[config.mk]
export PLATFORM = sky130hd
export DESIGN_NAME = config_frame_loader_flat
export DESIGN_NICKNAME = d
export VERILOG_FILES = /design/src/rtl/config_frame_loader_if.sv /design/src/rtl/config_frame_loader.sv /design/src/flat_wrapper.sv
export SDC_FILE = /design/constraint.sdc
export NUM_CORES = 1
export LEC_CHECK = 0
export CAP_MARGIN = 20
export CELL_PAD_IN_SITES_DETAIL_PLACEMENT = 0
export CELL_PAD_IN_SITES_GLOBAL_PLACEMENT = 1
export CORE_MARGIN = 2
export CORE_UTILIZATION = 50
export DETAILED_ROUTE_END_ITERATION = 7
export DONT_BUFFER_PORTS = 1
export PLACE_DENSITY_LB_ADDON = 0.1
export SLEW_MARGIN = 20
export SYNTH_ARGS = -nofsm -noshare
export SYNTH_HDL_FRONTEND = slang
export SYNTH_SLANG_ARGS = --single-unit
[constraint.sdc]
create_clock -name CLK -period 3.04 [get_ports CLK]
set_input_delay 0.608 -clock CLK [delete_from_list [all_inputs] [get_ports CLK]]
set_output_delay 0.608 -clock CLK [all_outputs]
set_load 0.01 [all_outputs]
[src/rtl/config_frame_loader_if.sv]
// FIFO read side plus register-file write side seen by the coefficient frame loader.
// The loader drives the master modport; the FIFO/register-file environment uses slave.
interface config_frame_loader_if #(
  parameter int ADDR_W = 3,
  parameter int WORD_W = 8
);
  logic              Empty;
  logic [7:0]        Data;
  logic              RINC;
  logic              WrEn;
  logic [ADDR_W-1:0] RegAddr;
  logic [WORD_W-1:0] RegData;
  logic              Busy;
  logic              FrameDone;
  logic              FrameErr;
  logic [1:0]        ErrCode;

  modport master (
    input  Empty, Data,
    output RINC, WrEn, RegAddr, RegData, Busy, FrameDone, FrameErr, ErrCode
  );

  modport slave (
    output Empty, Data,
    input  RINC, WrEn, RegAddr, RegData, Busy, FrameDone, FrameErr, ErrCode
  );
endinterface

[src/rtl/config_frame_loader.sv]
// Parses sync/addr/len/payload/xor-checksum frames from a FWFT FIFO into a shadow
// buffer and writes the words to the coefficient registers only once the checksum passes.
module config_frame_loader #(
  parameter int         NUM_REGS   = 8,
  parameter int         ADDR_W     = 3,
  parameter int         COEF_BYTES = 1,
  parameter logic [7:0] SYNC_BYTE  = 8'hA5,
  parameter int         TIMEOUT    = 255
) (
  input  logic CLK,
  input  logic RSTn,
  config_frame_loader_if.master bus
);

  localparam int               WORD_W    = 8 * COEF_BYTES;
  localparam int               IDX_W     = (NUM_REGS > 1) ? $clog2(NUM_REGS) : 1;
  localparam int               TMO_W     = (TIMEOUT > 1) ? $clog2(TIMEOUT + 1) : 1;
  localparam logic [TMO_W-1:0] TMO_LIM   = TMO_W'(TIMEOUT);
  localparam logic [1:0]       LAST_BYTE = 2'(COEF_BYTES - 1);
  localparam logic [8:0]       NREGS9    = 9'(NUM_REGS);

  localparam logic [1:0] ERR_RANGE = 2'b01;
  localparam logic [1:0] ERR_CSUM  = 2'b10;
  localparam logic [1:0] ERR_TMO   = 2'b11;

  typedef enum logic [2:0] {
    S_HUNT,
    S_ADDR,
    S_LEN,
    S_DATA,
    S_CSUM,
    S_COMMIT
  } state_t;

  state_t            state_q, state_d;
  logic [ADDR_W-1:0] start_q, start_d;
  logic [7:0]        len_q, len_d;
  logic [7:0]        csum_q, csum_d;
  logic [7:0]        word_idx_q, word_idx_d;
  logic [1:0]        byte_idx_q, byte_idx_d;
  logic [7:0]        commit_idx_q, commit_idx_d;
  logic [WORD_W-1:0] shift_q, shift_d;
  logic [TMO_W-1:0]  tmo_q, tmo_d;
  logic              wr_en_q, wr_en_d;
  logic [ADDR_W-1:0] reg_addr_q, reg_addr_d;
  logic [WORD_W-1:0] reg_data_q;
  logic              frame_done_q, frame_done_d;
  logic              frame_err_q, frame_err_d;
  logic [1:0]        err_code_q, err_code_d;
  logic              busy_q, busy_d;

  logic              pop;
  logic              parsing;
  logic              timeout_hit;
  logic [TMO_W-1:0]  tmo_inc;
  logic [8:0]        end_addr;
  logic [WORD_W-1:0] word_full;
  logic              buf_we;
  logic [IDX_W-1:0]  buf_widx;
  logic              rd_en;
  logic [IDX_W-1:0]  rd_idx;

  logic [WORD_W-1:0] buf_mem [NUM_REGS];

  assign parsing   = (state_q == S_ADDR) || (state_q == S_LEN) ||
                     (state_q == S_DATA) || (state_q == S_CSUM);
  assign pop       = !bus.Empty && (state_q != S_COMMIT);
  assign tmo_inc   = tmo_q + 1'b1;
  assign end_addr  = 9'(start_q) + {1'b0, bus.Data};
  // Bytes arrive MSB first, so each new byte enters at the bottom of the word.
  assign word_full = (shift_q << 8) | WORD_W'(bus.Data);
  assign buf_widx  = IDX_W'(word_idx_q);

  assign timeout_hit = (TIMEOUT != 0) && parsing && !pop && (tmo_inc == TMO_LIM);

  always_comb begin
    state_d      = state_q;
    start_d      = start_q;
    len_d        = len_q;
    csum_d       = csum_q;
    word_idx_d   = word_idx_q;
    byte_idx_d   = byte_idx_q;
    commit_idx_d = commit_idx_q;
    shift_d      = shift_q;
    tmo_d        = (parsing && !pop) ? tmo_inc : '0;
    wr_en_d      = 1'b0;
    reg_addr_d   = reg_addr_q;
    frame_done_d = 1'b0;
    frame_err_d  = 1'b0;
    err_code_d   = err_code_q;
    buf_we       = 1'b0;
    rd_en        = 1'b0;
    rd_idx       = '0;

    case (state_q)
      S_HUNT: begin
        if (pop && (bus.Data == SYNC_BYTE)) begin
          state_d = S_ADDR;
        end
      end

      S_ADDR: begin
        if (pop) begin
          start_d = bus.Data[ADDR_W-1:0];
          csum_d  = bus.Data;
          state_d = S_LEN;
        end
      end

      S_LEN: begin
        if (pop) begin
          len_d      = bus.Data;
          csum_d     = csum_q ^ bus.Data;
          word_idx_d = '0;
          byte_idx_d = '0;
          shift_d    = '0;
          if ((bus.Data == 8'd0) || (end_addr > NREGS9)) begin
            frame_err_d = 1'b1;
            err_code_d  = ERR_RANGE;
            state_d     = S_HUNT;
          end else begin
            state_d = S_DATA;
          end
        end
      end

      S_DATA: begin
        if (pop) begin
          csum_d  = csum_q ^ bus.Data;
          shift_d = word_full;
          if (byte_idx_q == LAST_BYTE) begin
            buf_we     = 1'b1;
            byte_idx_d = '0;
            word_idx_d = word_idx_q + 8'd1;
            if (word_idx_q == len_q - 8'd1) begin
              state_d = S_CSUM;
            end
          end else begin
            byte_idx_d = byte_idx_q + 2'd1;
          end
        end
      end

      S_CSUM: begin
        if (pop) begin
          if (bus.Data == csum_q) begin
            // First write leaves on the same edge that accepts the checksum.
            state_d      = S_COMMIT;
            wr_en_d      = 1'b1;
            reg_addr_d   = start_q;
            rd_en        = 1'b1;
            rd_idx       = '0;
            commit_idx_d = 8'd1;
            frame_done_d = (len_q == 8'd1);
          end else begin
            frame_err_d = 1'b1;
            err_code_d  = ERR_CSUM;
            state_d     = S_HUNT;
          end
        end
      end

      S_COMMIT: begin
        if (commit_idx_q < len_q) begin
          wr_en_d      = 1'b1;
          reg_addr_d   = start_q + ADDR_W'(commit_idx_q);
          rd_en        = 1'b1;
          rd_idx       = IDX_W'(commit_idx_q);
          commit_idx_d = commit_idx_q + 8'd1;
          frame_done_d = (commit_idx_q == len_q - 8'd1);
        end else begin
          state_d = S_HUNT;
        end
      end

      default: begin
        state_d = S_HUNT;
      end
    endcase

    if (timeout_hit) begin
      frame_err_d = 1'b1;
      err_code_d  = ERR_TMO;
      state_d     = S_HUNT;
    end

    busy_d = (state_d != S_HUNT);
  end

  always_ff @(posedge CLK) begin
    if (!RSTn) begin
      state_q      <= S_HUNT;
      start_q      <= '0;
      len_q        <= '0;
      csum_q       <= '0;
      word_idx_q   <= '0;
      byte_idx_q   <= '0;
      commit_idx_q <= '0;
      shift_q      <= '0;
      tmo_q        <= '0;
      wr_en_q      <= 1'b0;
      reg_addr_q   <= '0;
      frame_done_q <= 1'b0;
      frame_err_q  <= 1'b0;
      err_code_q   <= '0;
      busy_q       <= 1'b0;
    end else begin
      state_q      <= state_d;
      start_q      <= start_d;
      len_q        <= len_d;
      csum_q       <= csum_d;
      word_idx_q   <= word_idx_d;
      byte_idx_q   <= byte_idx_d;
      commit_idx_q <= commit_idx_d;
      shift_q      <= shift_d;
      tmo_q        <= tmo_d;
      wr_en_q      <= wr_en_d;
      reg_addr_q   <= reg_addr_d;
      frame_done_q <= frame_done_d;
      frame_err_q  <= frame_err_d;
      err_code_q   <= err_code_d;
      busy_q       <= busy_d;
    end
  end

  // Shadow buffer: contents are don't-care after reset, so no reset on the array.
  always_ff @(posedge CLK) begin
    if (buf_we) begin
      buf_mem[buf_widx] <= word_full;
    end
  end

  always_ff @(posedge CLK) begin
    if (!RSTn) begin
      reg_data_q <= '0;
    end else if (rd_en) begin
      reg_data_q <= buf_mem[rd_idx];
    end
  end

  assign bus.RINC      = pop;
  assign bus.WrEn      = wr_en_q;
  assign bus.RegAddr   = reg_addr_q;
  assign bus.RegData   = reg_data_q;
  assign bus.Busy      = busy_q;
  assign bus.FrameDone = frame_done_q;
  assign bus.FrameErr  = frame_err_q;
  assign bus.ErrCode   = err_code_q;

endmodule

[src/flat_wrapper.sv]
// flat-port wrapper written by rule: the top's interface ports become plain ports
module config_frame_loader_flat 
#(
  parameter int         NUM_REGS   = 8,
  parameter int         ADDR_W     = 3,
  parameter int         COEF_BYTES = 1,
  parameter logic [7:0] SYNC_BYTE  = 8'hA5,
  parameter int         TIMEOUT    = 255
)
  (CLK, RSTn, bus_Empty, bus_Data, bus_RINC, bus_WrEn, bus_RegAddr, bus_RegData, bus_Busy, bus_FrameDone, bus_FrameErr, bus_ErrCode);
  config_frame_loader_if #(.ADDR_W(ADDR_W), .WORD_W(8)) bus_i ();
  input  logic CLK;
  input  logic RSTn;
  input wire logic [$bits(bus_i.Empty)-1:0] bus_Empty;
  input wire logic [$bits(bus_i.Data)-1:0] bus_Data;
  output wire logic [$bits(bus_i.RINC)-1:0] bus_RINC;
  output wire logic [$bits(bus_i.WrEn)-1:0] bus_WrEn;
  output wire logic [$bits(bus_i.RegAddr)-1:0] bus_RegAddr;
  output wire logic [$bits(bus_i.RegData)-1:0] bus_RegData;
  output wire logic [$bits(bus_i.Busy)-1:0] bus_Busy;
  output wire logic [$bits(bus_i.FrameDone)-1:0] bus_FrameDone;
  output wire logic [$bits(bus_i.FrameErr)-1:0] bus_FrameErr;
  output wire logic [$bits(bus_i.ErrCode)-1:0] bus_ErrCode;
  assign bus_i.Empty = bus_Empty;
  assign bus_i.Data = bus_Data;
  assign bus_RINC = bus_i.RINC;
  assign bus_WrEn = bus_i.WrEn;
  assign bus_RegAddr = bus_i.RegAddr;
  assign bus_RegData = bus_i.RegData;
  assign bus_Busy = bus_i.Busy;
  assign bus_FrameDone = bus_i.FrameDone;
  assign bus_FrameErr = bus_i.FrameErr;
  assign bus_ErrCode = bus_i.ErrCode;
  config_frame_loader #(.NUM_REGS(NUM_REGS), .ADDR_W(ADDR_W), .COEF_BYTES(COEF_BYTES), .SYNC_BYTE(SYNC_BYTE), .TIMEOUT(TIMEOUT)) u_core (.CLK(CLK), .RSTn(RSTn), .bus(bus_i));
endmodule
* Word-level counts from Yosys, hierarchy flattened
Memories as Yosys holds them, arrays and structs flattened. A register that Yosys moved wholly into a read port is not among the register bits. Index checks and enable logic that the tools add are counted.
Word-level totals: register bits 57, output and inout port bits 18, bits of input ports 11, word-level logic and storage cells 135, RAM bits 64, memories kept 1
Operators by class: bitwise gates (word level) 1, reduce and logical (&&, ||, !) cells 28, eq/ne operators 24, muxes and demuxes 58, order comparisons 2, add/subtract/negate cells 7
Memory list:
- u_core.buf_mem | words 8, width 8, rd ports 1, clocked after Yosys merged registers in 1, write ports 1, RTL line config_frame_loader.sv:63 | logic [WORD_W-1:0] buf_mem [NUM_REGS];
Operators with widths (count):
- 8-bit two-way mux | 8
- 8-bit case mux with 2 select lines | 3
- 3-bit two-way mux | 15
- 8-bit by 1-bit adder with 8-bit output, second input constant | 3
- 8-bit == test | 3
- 2-bit two-way mux | 9
- 3-bit case mux with 6 select lines | 1
- 8-bit == test, second input constant | 2
- 1-bit two-way mux | 16
- 2-bit by 1-bit inequality test with 1-bit output, second input constant | 6
- 3-bit by 8-bit adder with 9-bit output | 1
- 9-bit by 4-bit greater-than comparator with 1-bit output, second input constant | 1
- 8-bit by 1-bit == test with 1-bit output, second input constant | 1
- 8-bit logical NOT | 1
- 8-bit < comparator | 1
- 2-bit case mux with 2 select lines | 2
- 4-bit AND reduction | 2
- 8-bit by 1-bit subtractor with 8-bit output, second input constant | 1
- 8-bit bitwise XOR | 1
- 3-bit by 2-bit == test with 1-bit output, second input constant | 2
- 3-bit == test, second input constant | 2
- 3-bit by 1-bit inequality test with 1-bit output, second input constant | 2
- 3-bit by 2-bit inequality test with 1-bit output, second input constant | 2
- 1-bit case mux with 2 select lines | 3
- other kinds (17) | 32

* Longest topological paths before layout
depth after elaboration 8, mapped depth 11, depth with buffers taken out 9

* Worst setup path after synthesis
Ideal clock, no wire load.
path kind input-to-reg, start in bus_Data[0], end reg u_core.busy_q (netlist: u_core.bus.Busy), data arrival time 2.278 ns, setup time 0.074 ns, data required time 2.966 ns, setup slack 0.688 ns, stages on the path 9, buffers on the path 0, cells stage by stage ha_1 > fa_1 > xor2_1 > nor3_1 > o211ai_1 > nor2_1 > o21ai_0 > a211o_1 > a31oi_2
Between the ends: word-level cells in the longest chain between the ends 8, elaborated cells on any way between the ends 15, classes of those cells add/sub (1); order compare (1); eq/ne (2); mux (7); reduce/logical (4)
Ends and longest elaborated chain:
- start: declaration | RTL line flat_wrapper.sv:15 | input wire logic [$bits(bus_i.Data)-1:0] bus_Data;
- 3-bit by 8-bit adder with 9-bit output | RTL line config_frame_loader.sv:69 | assign end_addr = 9'(start_q) + {1'b0, bus.Data};
- 9-bit by 4-bit greater-than comparator with 1-bit output | RTL line config_frame_loader.sv:117 | if ((bus.Data == 8'd0) || (end_addr > NREGS9)) begin
- 1-bit logical OR | RTL line config_frame_loader.sv:117
- 2-bit two-way mux | RTL line config_frame_loader.sv:117
- 3-bit two-way mux | RTL line config_frame_loader.sv:111 | if (pop) begin
- 3-bit case mux with 6 select lines * | RTL line config_frame_loader.sv:95 | case (state_q)
- 3-bit two-way mux * | RTL line config_frame_loader.sv:181 | if (timeout_hit) begin
- 3-bit nonzero test * | RTL line config_frame_loader.sv:187 | busy_d = (state_d != S_HUNT);
- end signal: assignment | RTL line config_frame_loader.sv:222 | busy_q <= busy_d;
- end: declaration | RTL line config_frame_loader.sv:50 | logic busy_q, busy_d;
Every way passes the cells marked *; elsewhere a longest branch is shown, timed or not. A chain may end at the register's enable or synchronous reset.

* Worst setup path after layout
start reg u_core.len_q[2], end reg u_core.busy_q (netlist: u_core.bus.Busy)
Between the ends: word-level cells in the longest chain between the ends 8, elaborated cells on any way between the ends 10, classes of those cells add/sub (1); order compare (1); eq/ne (1); mux (6); reduce/logical (1)
Ends and longest elaborated chain:
- start: declaration | RTL line config_frame_loader.sv:37 | logic [7:0] len_q, len_d;
- start signal: assignment | RTL line config_frame_loader.sv:210 | len_q <= len_d;
- 8-bit by 1-bit subtractor with 8-bit output | RTL line config_frame_loader.sv:135 | if (word_idx_q == len_q - 8'd1) begin
- 8-bit == test | RTL line config_frame_loader.sv:135
- 3-bit two-way mux | RTL line config_frame_loader.sv:135
- 3-bit two-way mux | RTL line config_frame_loader.sv:131 | if (byte_idx_q == LAST_BYTE) begin
- 3-bit two-way mux | RTL line config_frame_loader.sv:128 | if (pop) begin
- 3-bit case mux with 6 select lines * | RTL line config_frame_loader.sv:95
- 3-bit two-way mux * | RTL line config_frame_loader.sv:181
- 3-bit nonzero test * | RTL line config_frame_loader.sv:187
Marks and branches as above.

==> key figures <==
CTS
  – CTS tree: built
  – Cell at the root of the clock tree: clkbuf_16
  – Postcts setup bufs: 0
  – Clock Latency Late Sink: 0.42 ns
  – # hold bufs at CTS: 0
  – Clock Sink Count: 129
  – # H-tree levels: 4
  – Maximum clock path buffer count: 2
  – Post-cts repair resize count: 0
  – Number of buffers created by CTS: 17
  – Register clock-pin slew on the reported worst setup and hold paths: 0.06 ns

Global routing
  – Initial antenna violation count: 0
  – Overall Global Routing Usage: 0.242
  – Maximum number of pins on one net before global-route repair: 30
  – First-pass GRT wire length: 24.2 mm
  – Via count of the first global-routing pass: 4,541
  – Sum of overflow across all layers after global routing: 0

Route
  – Via density per instance: 5.62
  – Routed WL: 14.8 mm
  – Count of antenna-violating nets left after detailed routing: 0
  – Average wire length per cell after detail routing: 18.1 um
  – Iteration-0 DRC Markers: 358
  – Detailed-routing iteration count for the pre-antenna-repair pass: 5
  – Routed via count: 4,579
  – DRC viols: 0

Cells and area
  – Layout cell share with drive strength beyond 1: 0.100
  – Final net count: 667
  – Antenna cells: 0
  – P&R area growth vs syn: 12.8%
  – Non-Filler Instances: 815

Floorplanning
  – Core Rows: 40
  – Core area: 0.0122 sq mm
  – Chip Width: 116 um
  – Number of I/O pins: 29
  – Initial Utilization: 0.517
  – Area enclosed by the die boundary: 0.0135 sq mm
  – Vertical die dimension: 116 um

Synth
  – Synthesized netlist cell count: 624
  – Netlist cell types: 53
  – Average size of a mapped cell: 10.1 sq um
  – Synthesis-stage register bit count: 129
  – Post-synthesis net count: 657
  – Number of enable-type register cells in the synthesized netlist: 64
  – Post-synth ARST share: 0
  – Netlist Area Pre-Place: 0.00629 sq mm
  – Post-synthesis sequential area ratio: 0.512
  – Yosys warns: 0
  – Most common flop cell mapped by yosys: dfxtp_1

Worst setup path
  – CP Cell Sequence: buf_4 > nor4_1 > mux2i_1 > o2bb2ai_1 > or4_4 > nor4_4 > o211ai_2 > a31oi_2
  – Nature of the critical path startpoint: flip-flop
  – Bufs and invs on worst path: 1
  – Worst-path maximum fanout: 7
  – Type of the setup path with the least slack: reg -> reg
  – Top delay family on crit path: simple AND/OR/NAND/NOR gates
  – Peak per-stage delay on the critical path: 0.70 ns
  – Endpoint type of the worst setup path: flip-flop
  – Slowest cell on crit path: nor4_1
  – Worst path arrival time: 2.97 ns
  – Critical path required time: 3.39 ns

Timing
  – Setup repair after global routing missed its margin: false
  – Min Tclk post-route: 2.62 ns
  – Count of endpoints failing hold in the final timing report: 0
  – Final setup violation count: 0
  – Maximum achievable frequency: 382 MHz
  – Accumulated negative setup slack: 0 ns
  – Slew @ Worst Pin: 0.786 ns
  – Total count of max-transition violations in the final report: 0
  – Relative slew slack: 0.471
  – Layout Skew: 0.00925 ns
  – Final period utilization: 0.862

Placement
  – Final weighted congestion in routability-driven placement: 0.850
  – Placed cells: 783
  – Number of input and output port buffers inserted: 0
  – HPWL reported at the end of detailed placement: 10.2 mm

Pwr
  – Static Leak: 2.50 nW
  – Worst ir drop on vdd: 0.346 mV
  – Proportion of power drawn by combinational gates: 0.009
  – Sequential cell fraction of total power: 0.484
  – Sum of internal, switching and leakage power: 3.77 mW
  – Power per unit of standard cell area: 532 mW/mm^2
  – Relative contribution of the clock network to total power: 0.508
  – Switching power share of the total: 0.214
  – Net switching power: 0.805 mW
  – Cell internal pwr: 2.97 mW

Min path
  – Min-Delay Path Class: in -> reg

Run status
  – Status: completed

Flow run
  – Number of violations of the max-capacitance limit: 0
## path summary, 6_finish.rpt
path                   startpoint                    to  slack [ns]  depth (start not counted)
max               u_core.len_q[2]       u_core.bus.Busy        0.42                          8
min reg2reg  u_core.byte_idx_q[1]  u_core.byte_idx_q[1]        0.48                          2
min                   bus_Data[0]  u_core.buf_mem[5][0]        0.28                          0
max reg2reg       u_core.len_q[2]       u_core.bus.Busy        0.42                          8
## cell usage after synthesis (all sizes together) (3+ instances only)
cell type	count	share of area
a211o	3	0.0042
a21oi	29	0.023
a31oi	14	0.015
and2	3	0.0030
and3	15	0.015
buf	7	0.0062
clkbuf	23	0.014
dfxtp	65	0.21
edfxtp	64	0.31
ha	20	0.040
inv	25	0.015
mux2	7	0.013
mux2i	11	0.018
nand2	73	0.044
nand2b	9	0.0089
nand3	35	0.028
nand4	5	0.0050
nor2	63	0.038
nor2b	3	0.0030
nor3	11	0.0088
nor3b	5	0.0060
nor4	4	0.0088
o2111ai	6	0.0084
o211ai	4	0.0056
o21ai	20	0.016
o22ai	8	0.0080
o31ai	8	0.0095
or4	4	0.0060
xnor2	33	0.046
xor2	24	0.033
## cells by family (layout without fill, tap and decap cells)
kind of cell,Yosys count,count (layout),share of synthesized area
AO/OA/AOI/OAI,106,106,0.108
XOR/XNOR,59,59,0.0865
adder cells (fa/ha/maj),22,22,0.0461
buffers and inverters,55,78,0.0348
flip-flops,129,129,0.512
multiplexers,19,19,0.0336
AND/OR/NAND/NOR,234,234,0.178
## cells in the final DEF (no fill, tap or decap), types with 20 or more instances in the layout
master     n
nand2_1   73
dfxtp_1   65
edfxtp_1  64
nor2_1    63
nand3_1   35
xnor2_1   33
a21oi_1   29
inv_1     25
xor2_1    24
buf_4     21
o21ai_0   20
ha_1      20
## sequential cells by signal, indices dropped and copies added, names as in the netlist
signal / flops
u_core.bus.RegAddr: 3
u_core.len_q: 8
u_core.bus.FrameErr: 1
u_core.bus.WrEn: 1
u_core.bus.FrameDone: 1
u_core.commit_idx_q: 8
u_core.byte_idx_q: 2
u_core.tmo_q: 8
u_core.bus.Busy: 1
u_core.buf_mem: 64
u_core.csum_q: 8
u_core.start_q: 3
u_core.bus.RegData: 8
u_core.word_idx_q: 8
u_core.bus.ErrCode: 2
u_core.state_q: 3
## through the flow
stage	setup slack, ns	util	hold slack, ns	cell area, sq um
after floorplan	0.688	-	0.432	6290
after global placement	0.405	0.537	0.442	6530
after detailed placement	0.429	0.537	0.461	6530
after CTS	0.401	0.583	0.266	7100
after global routing	0.197	0.583	0.252	7100
final	0.420	0.583	0.278	7100
## power groups by stage
| stage | clock network, mW | registers [mW] | logic, mW |
|---|---|---|---|
| global placement | 0 | 1.86 | 0.0318 |
| global route | 2.04 | 1.82 | 0.0357 |
| finish | 1.92 | 1.82 | 0.0321 |
| floorplan | 0 | 1.86 | 0.0292 |
| CTS | 1.95 | 1.82 | 0.0323 |
| detailed placement | 0 | 1.86 | 0.0322 |
## layout make-up
class / count / area, sq um
Multi-Input combinational cell: 440 / 2850
Inverter: 25 / 93.8
Tap cell: 168 / 210
Clock buffer: 18 / 429
Clock inverter: 14 / 133
Timing Repair Buffer: 21 / 158
Sequential cell: 129 / 3220
Fill cell: 1056 / 5070
## layer usage
metal  up-vias  GRT usage  share of wire
met4         0     0.0714          0.012
met2       110      0.363           0.45
met5         -          0              0
li1       2245          -              -
met3        20     0.0846          0.065
met1      2204      0.334           0.47
Note: power is estimated with default switching activity, not from simulation.
